**config.mk**
```make
export PLATFORM = sky130hd
export DESIGN_NAME = pwm_capture
export DESIGN_NICKNAME = d
export VERILOG_FILES = /design/src/rtl/pwm_capture_pkg.sv /design/src/rtl/pwm_capture_sync_edge.sv /design/src/rtl/pwm_capture.sv
export SDC_FILE = /design/constraint.sdc
export NUM_CORES = 1
export LEC_CHECK = 0
export BUFFER_PORTS_ARGS = -buffer_cell sky130_fd_sc_hd__buf_2
export CORE_MARGIN = 2
export CORE_UTILIZATION = 53
export CTS_CLUSTER_DIAMETER = 150
export DETAILED_ROUTE_END_ITERATION = 16
export PLACE_DENSITY = 0.77
export SLEW_MARGIN = 20
export SYNTH_ARGS = -nofsm -noshare
export SYNTH_HDL_FRONTEND = slang
export SYNTH_HIERARCHICAL = 1
export SYNTH_SLANG_ARGS = --single-unit
```
**constraint.sdc**
```tcl
create_clock -name clk -period 2.7 [get_ports clk]
set_input_delay 0.135 -clock clk [delete_from_list [all_inputs] [get_ports clk]]
set_output_delay 0.135 -clock clk [all_outputs]
set_load 0.05 [all_outputs]
```
**src/rtl/pwm_capture_pkg.sv**
```systemverilog
// rtl/pwm_capture_pkg.sv - shared state encoding and counter limits for pwm_capture
package pwm_capture_pkg;

    typedef enum logic [2:0] {
        ST_IDLE,
        ST_ARM,
        ST_HIGH,
        ST_LOW,
        ST_STUCK
    } state_e;

    function automatic logic [31:0] cnt_max(input int unsigned bits);
        cnt_max = (32'd1 << bits) - 32'd1;
    endfunction

endpackage

```
**src/rtl/pwm_capture_sync_edge.sv**
```systemverilog
// rtl/pwm_capture_sync_edge.sv - N-stage input synchronizer with rise/fall detect
module pwm_capture_sync_edge #(
    parameter int STAGES = 2
) (
    input  logic clk,
    input  logic rst,
    input  logic async_i,
    output logic sync_o,
    output logic rise_o,
    output logic fall_o,
    output logic ready_o
);

    logic [STAGES-1:0] sync_q;
    logic [STAGES-1:0] fill_q;
    logic              s_d_q;

    // fill_q marks when sync_o carries a real input sample rather than a reset zero
    always_ff @(posedge clk) begin
        if (rst) begin
            sync_q <= '0;
            fill_q <= '0;
            s_d_q  <= 1'b0;
        end else begin
            sync_q <= {sync_q[STAGES-2:0], async_i};
            fill_q <= {fill_q[STAGES-2:0], 1'b1};
            s_d_q  <= sync_q[STAGES-1];
        end
    end

    assign sync_o  = sync_q[STAGES-1];
    assign rise_o  = sync_q[STAGES-1] & ~s_d_q;
    assign fall_o  = ~sync_q[STAGES-1] & s_d_q;
    assign ready_o = fill_q[STAGES-1];

endmodule

```
**src/rtl/pwm_capture.sv**
```systemverilog
// rtl/pwm_capture.sv - measures high time and period of an incoming PWM signal
module pwm_capture
    import pwm_capture_pkg::*;
#(
    parameter int BITS        = 8,
    parameter int CNT_BITS    = 16,
    parameter int SYNC_STAGES = 2
) (
    input  logic                clk,
    input  logic                rst,
    input  logic                pwm_in,
    output logic [CNT_BITS-1:0] high_cnt,
    output logic [CNT_BITS-1:0] period_cnt,
    output logic [BITS-1:0]     level,
    output logic                match,
    output logic                stuck,
    output logic                valid
);

    localparam logic [CNT_BITS-1:0] MAX    = CNT_BITS'(cnt_max(CNT_BITS));
    localparam logic [CNT_BITS-1:0] ONE    = CNT_BITS'(1);
    localparam logic [CNT_BITS-1:0] FULL_P = ONE << BITS;

    logic s, rise, fall, ready;

    pwm_capture_sync_edge #(
        .STAGES (SYNC_STAGES)
    ) u_sync (
        .clk     (clk),
        .rst     (rst),
        .async_i (pwm_in),
        .sync_o  (s),
        .rise_o  (rise),
        .fall_o  (fall),
        .ready_o (ready)
    );

    state_e              state_q;
    logic [CNT_BITS-1:0] cnt_p_q, cnt_h_q, idle_q;
    logic [CNT_BITS-1:0] cnt_p_d, cnt_h_d, idle_d;
    logic [CNT_BITS-1:0] high_q, period_q;
    logic [BITS-1:0]     level_q;
    logic                match_q, stuck_q, valid_q;
    logic                timeout;

    always_comb begin
        cnt_p_d = (cnt_p_q == MAX) ? MAX : cnt_p_q + 1'b1;
        cnt_h_d = (cnt_h_q == MAX) ? MAX : cnt_h_q + 1'b1;
        idle_d  = (idle_q == MAX) ? MAX : idle_q + 1'b1;
        // any edge restarts the idle counter, so it also wins over a coincident timeout
        timeout = (state_q != ST_STUCK) && !rise && !fall
                  && (idle_d == MAX) && (idle_q != MAX);
    end

    always_ff @(posedge clk) begin
        if (rst) begin
            state_q  <= ST_IDLE;
            cnt_p_q  <= '0;
            cnt_h_q  <= '0;
            idle_q   <= '0;
            high_q   <= '0;
            period_q <= '0;
            level_q  <= '0;
            match_q  <= 1'b0;
            stuck_q  <= 1'b0;
            valid_q  <= 1'b0;
        end else begin
            valid_q <= 1'b0;
            idle_q  <= (rise || fall) ? '0 : idle_d;
            if (timeout) begin
                valid_q  <= 1'b1;
                stuck_q  <= 1'b1;
                period_q <= MAX;
                high_q   <= s ? MAX : '0;
                level_q  <= s ? '1 : '0;
                match_q  <= !s;
                state_q  <= ST_STUCK;
            end else begin
                unique case (state_q)
                    ST_IDLE: begin
                        if (ready && !s) state_q <= ST_ARM;
                    end
                    ST_ARM, ST_STUCK: begin
                        if (rise) begin
                            cnt_p_q <= ONE;
                            cnt_h_q <= ONE;
                            state_q <= ST_HIGH;
                        end
                    end
                    ST_HIGH: begin
                        cnt_p_q <= cnt_p_d;
                        if (fall) state_q <= ST_LOW;
                        else      cnt_h_q <= cnt_h_d;
                    end
                    ST_LOW: begin
                        if (rise) begin
                            valid_q  <= 1'b1;
                            stuck_q  <= 1'b0;
                            high_q   <= cnt_h_q;
                            period_q <= cnt_p_q;
                            match_q  <= (cnt_p_q == FULL_P);
                            level_q  <= (cnt_p_q == FULL_P) ? cnt_h_q[BITS-1:0] : '0;
                            cnt_p_q  <= ONE;
                            cnt_h_q  <= ONE;
                            state_q  <= ST_HIGH;
                        end else begin
                            cnt_p_q <= cnt_p_d;
                        end
                    end
                    default: state_q <= ST_IDLE;
                endcase
            end
        end
    end

    assign high_cnt   = high_q;
    assign period_cnt = period_q;
    assign level      = level_q;
    assign match      = match_q;
    assign stuck      = stuck_q;
    assign valid      = valid_q;

endmodule
```
* After elaboration in Yosys (flattened, before gate mapping)
Index checks and enable logic that the tools add are counted.
Operators by class: $add $sub $neg 3, eq/ne operators 19, mux-type cells 35, bitwise gates (word level) 5, reductions and logical operators 23
Operators by type and width (count):
- 16-bit two-way mux | 13
- 16-bit equality test, second input constant | 4
- 16-bit by 1-bit adder with 16-bit output, second input constant | 3
- 16-bit one-hot mux with 3 select lines | 1
- 8-bit two-way mux | 5
- 16-bit one-hot mux with 2 select lines | 1
- 16-bit by 9-bit equality test with 1-bit output, second input constant | 1
- 16-bit != test, second input constant | 1
- 3-bit two-way mux | 4
- 1-bit two-way mux | 10
- 3-bit != test, second input constant | 3
- 3-bit one-hot mux with 3 select lines | 1
- 3-bit AND reduction | 3
- 2-bit != test, second input constant | 4
- 3-bit by 2-bit equality test with 1-bit output, second input constant | 2
- 2-bit nonzero test | 3
- 2-bit OR reduction | 3
- 1-bit logical AND | 5
- 4-bit AND reduction | 1
- 3-bit by 1-bit equality test with 1-bit output, second input constant | 1
- 3-bit equality test, second input constant | 1
- 1-bit logical NOT | 3
- 3-bit logical NOT | 1
- 3-bit by 1-bit != test with 1-bit output, second input constant | 1
- other kinds (7) | 10
Storage, ports and cells: flip-flop bits (word level) 99, bits of input ports 3, output and inout bits 43, word-level logic and storage cells 100

* Depth between registers and ports, before layout
word-level depth 9, depth in mapped cells 11, gate-level depth less buffers 8

* By module
Netlist, hierarchy kept.
By module, submodules not included:
- pwm_capture | times used 1, cells each 577, area an instance 4642.0 um^2, sequential area each 1881.8 um^2
- pwm_capture_sync_edge | times used 1, cells each 12, area an instance 141.4 um^2, sequential area each 100.1 um^2

* Worst setup path before layout
Ideal clock, no wire load.
path kind register -> register, start point reg idle_q[0], end point reg cnt_h_q[3], arrival time 2.603 ns, setup slack 0.030 ns, stages on the path, launching flop included 12, path through dfxtp_1 ha_1 clkbuf_2 nand3_1 nor3_1 mux2i_1 a211o_1 or4_1 buf_4 buf_6 a211o_1 o21ai_2
Between the ends: cells in the longest elaborated chain, start to end 7, elaborated cells on any way between the ends 9
Ends and longest elaborated chain:
- from (decl) | RTL line pwm_capture.sv:39 | logic [CNT_BITS-1:0] cnt_p_q, cnt_h_q, idle_q;
- from (signal assigned) | RTL line pwm_capture.sv:69 | idle_q <= (rise || fall) ? '0 : idle_d;
- 16-bit by 1-bit adder with 16-bit output / 16-bit equality test (equally long branches) | RTL line pwm_capture.sv:49 | idle_d = (idle_q == MAX) ? MAX : idle_q + 1'b1;
- 16-bit two-way mux | RTL line pwm_capture.sv:49
- 16-bit equality test | RTL line pwm_capture.sv:52 | && (idle_d == MAX) && (idle_q != MAX);
- 1-bit logical AND | RTL line pwm_capture.sv:52
- 1-bit logical AND * | RTL line pwm_capture.sv:52
- 1-bit inverter (no line) *
- 4-bit AND reduction (no line) *
- to (signal assigned) | RTL line pwm_capture.sv:93 | else cnt_h_q <= cnt_h_d;
- to (decl) | RTL line pwm_capture.sv:39
Every way passes the cells marked *; elsewhere a longest branch is shown, timed or not. A chain may end at the register's enable or synchronous reset.

* Final worst setup path
start point reg idle_q[0], end point reg cnt_h_q[7]
Same word-level chain as after synthesis.

==> metrics.txt <==
clock skew=between 0.01 and 0.015 ns; Mapped Nets=slightly below 600; Max-slew headroom=54.7%; syn avg cell area=about 8 um2; CTS tree=built; Flop pwr share=between 50% and 60%; vias in the first global route=4,248; Post-layout nets=roughly 660; hold path depth=2; PwrDens=464 nW/um2; 1st-pass router iterations=5; CP arrival=about 3.0 ns; worst reg2reg path startpoint=idle_q[0]; Initial Utilization=54.8%; synth warn=6; Worst Hold End=u_sync/fill_q[0]; Hold WC Path Type=input pin to flop; largest stage delay on the critical path=0.54 ns; Die Y=a little under 100 um; DRC Markers=0; # setup viols final=0; Final Wtd Congestion=around 0.91; final hold violation count=0; filler instances=710; WP buf/inv=2; vias=roughly 4,700; Post-Layout Cell Count=between 700 and 800; Cell Chain, Critical Path=ha_1 -> nand3b_1 -> or4_1 -> a211o_1 -> or4_4 -> buf_8 -> buf_12 -> a211o_1 -> o21ai_2; largest net degree at the start of global routing=39; crit path launch=idle_q[0]; Power Internal=0.00203 W; combinational share of power=approximately 4%; Switching Share=about 23%; type of element capturing the critical path=flop; H-tree levels=3; I/O pins=46; layout cells sized above 1=about a fifth; CTS buffer count=9; crit path launch type=flop; Required @ worst endpoint=~3 ns; Clock power frac=around two fifths; top-area cell type share of the netlist area=41.4%; FF-to-FF setup slack=0.04 ns; CTS max path bufs=2; Port Buffers=45; Antenna Cells=0; main flop type after synthesis=dfxtp_1; largest area contributor in the netlist=dfxtp_1; clk_lat worst skew=about 0.37 ns; placed standard-cell area=around 5300 um2; cell total after placement=748; Max Cap Violations=0; final setup margin=0.0382 ns; synthesized netlist cell count=between 500 and 600; Antenna Violating Nets Remaining=0; Die W=99 um; R2R Path End=cnt_h_q[7]; largest cells by area after synthesis=dfxtp_1, a21oi_1, nand2_1; P_leak=2.10 nW; Net Sw Power=between 0.0005 and 0.0006 W; Global Route Usage Sum=roughly 25%; Post-synth EDFFs=0; dpl hpwl=a little over 8000 um; status=finished clean; final instance area=around 5600 um2; slew at the pin closest to its max-slew limit=slightly below 0.7 ns; WL final=12,000 um; CORE AREA=roughly 8700 um2; Mapped Area=~4800 um2; fin crit period=around 2.7 ns; Slew Limit Fails=0; Row Count=34; Peak VDD IR=around 0.21 mV; routed len/inst=15.6 um; Die ar.=around 9800 um2; initial drt markers=~380; Cell variety after synth=59; GR Overflow Total=0; #FFs+latches synth=slightly below 100; global-route wire length before repair=20,300 um; DP Worst Slack=-0.0716 ns; Final period util=98.6%; FF-to-FF path depth=9; Worst Path Max Fanout=16; CP delay by family, top=simple AND/OR/NAND/NOR gates; most frequent CP cell=a211o_1; HP Start=rst; asr flop ratio synth=0%; max frequency=376 MHz; Crit-path slowest cell=or4_4; Area Overhead vs Synth=17.9%; number of vias per cell=6.08; final setup TNS=0 ns; initial antenna violation count=0; CTS Root Cell=clkbuf_8; clock slew at reported path FFs=about 0.09 ns; register area share after synthesis=roughly two fifths; Setup CP Type=flop to flop; Sink Count=between 90 and 100
[how the worst max path moves through the flow]
| stage | endpoint | slack, ns | cells past startpoint |
|---|---|---|---|
| 5_1_grt | cnt_p_q[6] | -0.001 | 10 |
| 4_1_cts | cnt_h_q[7] | 0.06 | 9 |
| 2_1_floorplan | cnt_h_q[3] | 0.03 | 11 |
| 6_report | cnt_h_q[7] | 0.04 | 9 |
| 3_5_place_dp | cnt_h_q[7] | -0.07 | 10 |
| 3_3_place_gp | cnt_h_q[3] | -0.008 | 9 |
[cells in the mapped netlist (3+ instances only)]
cell type / number
a211o_1: 8
a211oi_1: 18
a21oi_1: 67
a221oi_1: 3
a31oi_1: 27
a41oi_1: 5
and3_1: 10
buf_2: 7
buf_6: 6
clkbuf_1: 25
dfxtp_1: 99
ha_1: 4
inv_1: 21
mux2i_1: 8
nand2_1: 73
nand2b_1: 4
nand3_1: 30
nand4_1: 8
nor2_1: 48
nor2b_1: 11
nor3_1: 12
nor4_1: 5
o21ai_0: 19
o21ai_2: 7
o21bai_1: 3
o31ai_1: 8
or3_1: 4
or4_1: 4
xnor2_1: 11
[per-stage QoR]
stage / hold slack, ns / util (%) / total power, W
finish: 0.225 / 64.7 / 0.00262
global route: 0.269 / 64.7 / 0.00270
CTS: 0.210 / 64.2 / 0.00262
detailed placement: 0.359 / 61.1 / 0.00161
global placement: 0.347 / 61.1 / 0.00161
floorplan: 0.192 / - / 0.00157
[flip-flops by register name, indices dropped and copies added (netlist names)]
name and count:
cnt_h_q 16, cnt_p_q 16, high_cnt 16, idle_q 16, level 8, match 1, period_cnt 16, state_q 3
stuck 1, u_sync/fill_q 2, u_sync/s_d_q 1, u_sync/sync_q 2, valid 1
[layer usage]
metal | vias up | global-route usage (%) | part of all wire (%)
li1 | 2264 | - | -
met1 | 2182 | 33.9 | 46
met2 | 185 | 40.0 | 46
met3 | 23 | 3.19 | 6.1
met4 | 0 | 9.69 | 2.0
met5 | - | 0 | 0
[placed cells by master, fill, tap and decap left out, types with 5 or more instances in the layout]
| cell type | count |
|---|---|
| a211o_1 | 8 |
| clkbuf_8 | 9 |
| nor2_1 | 47 |
| inv_1 | 21 |
| buf_2 | 45 |
| nor4_1 | 5 |
| o21ai_2 | 7 |
| a211oi_1 | 18 |
| buf_4 | 45 |
| a31oi_1 | 27 |
| nor2b_1 | 11 |
| nand2_1 | 73 |
| nand4_1 | 8 |
| and3_1 | 10 |
| dfxtp_2 | 5 |
| o21ai_0 | 19 |
| dfxtp_1 | 94 |
| mux2i_1 | 8 |
| o31ai_1 | 8 |
| xnor2_1 | 11 |
| nand3_1 | 28 |
| nor3_1 | 11 |
| a21oi_1 | 67 |
[power groups by stage]
stage	registers, W	clock network, W	logic [W]
floorplan	0.00151	0	0.0000649
global route	0.00148	0.00110	0.000115
CTS	0.00148	0.00104	0.000102
detailed placement	0.00151	0	0.000101
finish	0.00148	0.00104	0.000105
global placement	0.00151	0	0.0000983
[cell families (layout without fill, tap and decap cells)]
group	count (synthesis)	after routing	synth area share (%)
DFF	99	99	41.4
xor gates and xnor gates	13	13	2.38
and+or+nand+nor	222	222	22.8
muxes	8	8	1.67
adders and majority gates	4	4	1.05
AOI/OAI and AO/OA	180	180	24.5
buffers and inverters	63	132	6.17
[final cells by class]
cell class                      count  area [um2]  share of cell area, %
Clock buffer                        9         124                   2.20
Sequential cell                    99        1990                   35.2
Multi-Input combinational cell    427        2540                   45.1
Tap cell                          108         135                   2.40
Timing Repair Buffer               96         681                   12.1
Inverter                           21        78.8                   1.40
Clock inverter                      6        88.8                   1.57
[timing repair]
item,in CTS,in global routing
gates resized for setup,4,10
gates cloned,1,0
hold buffers,1,0
setup endpoints to repair,52,15
pin swaps,0,4
endpoints found under the hold margin,1,0
setup buffers,0,1
(Power assumes the default switching activity.)
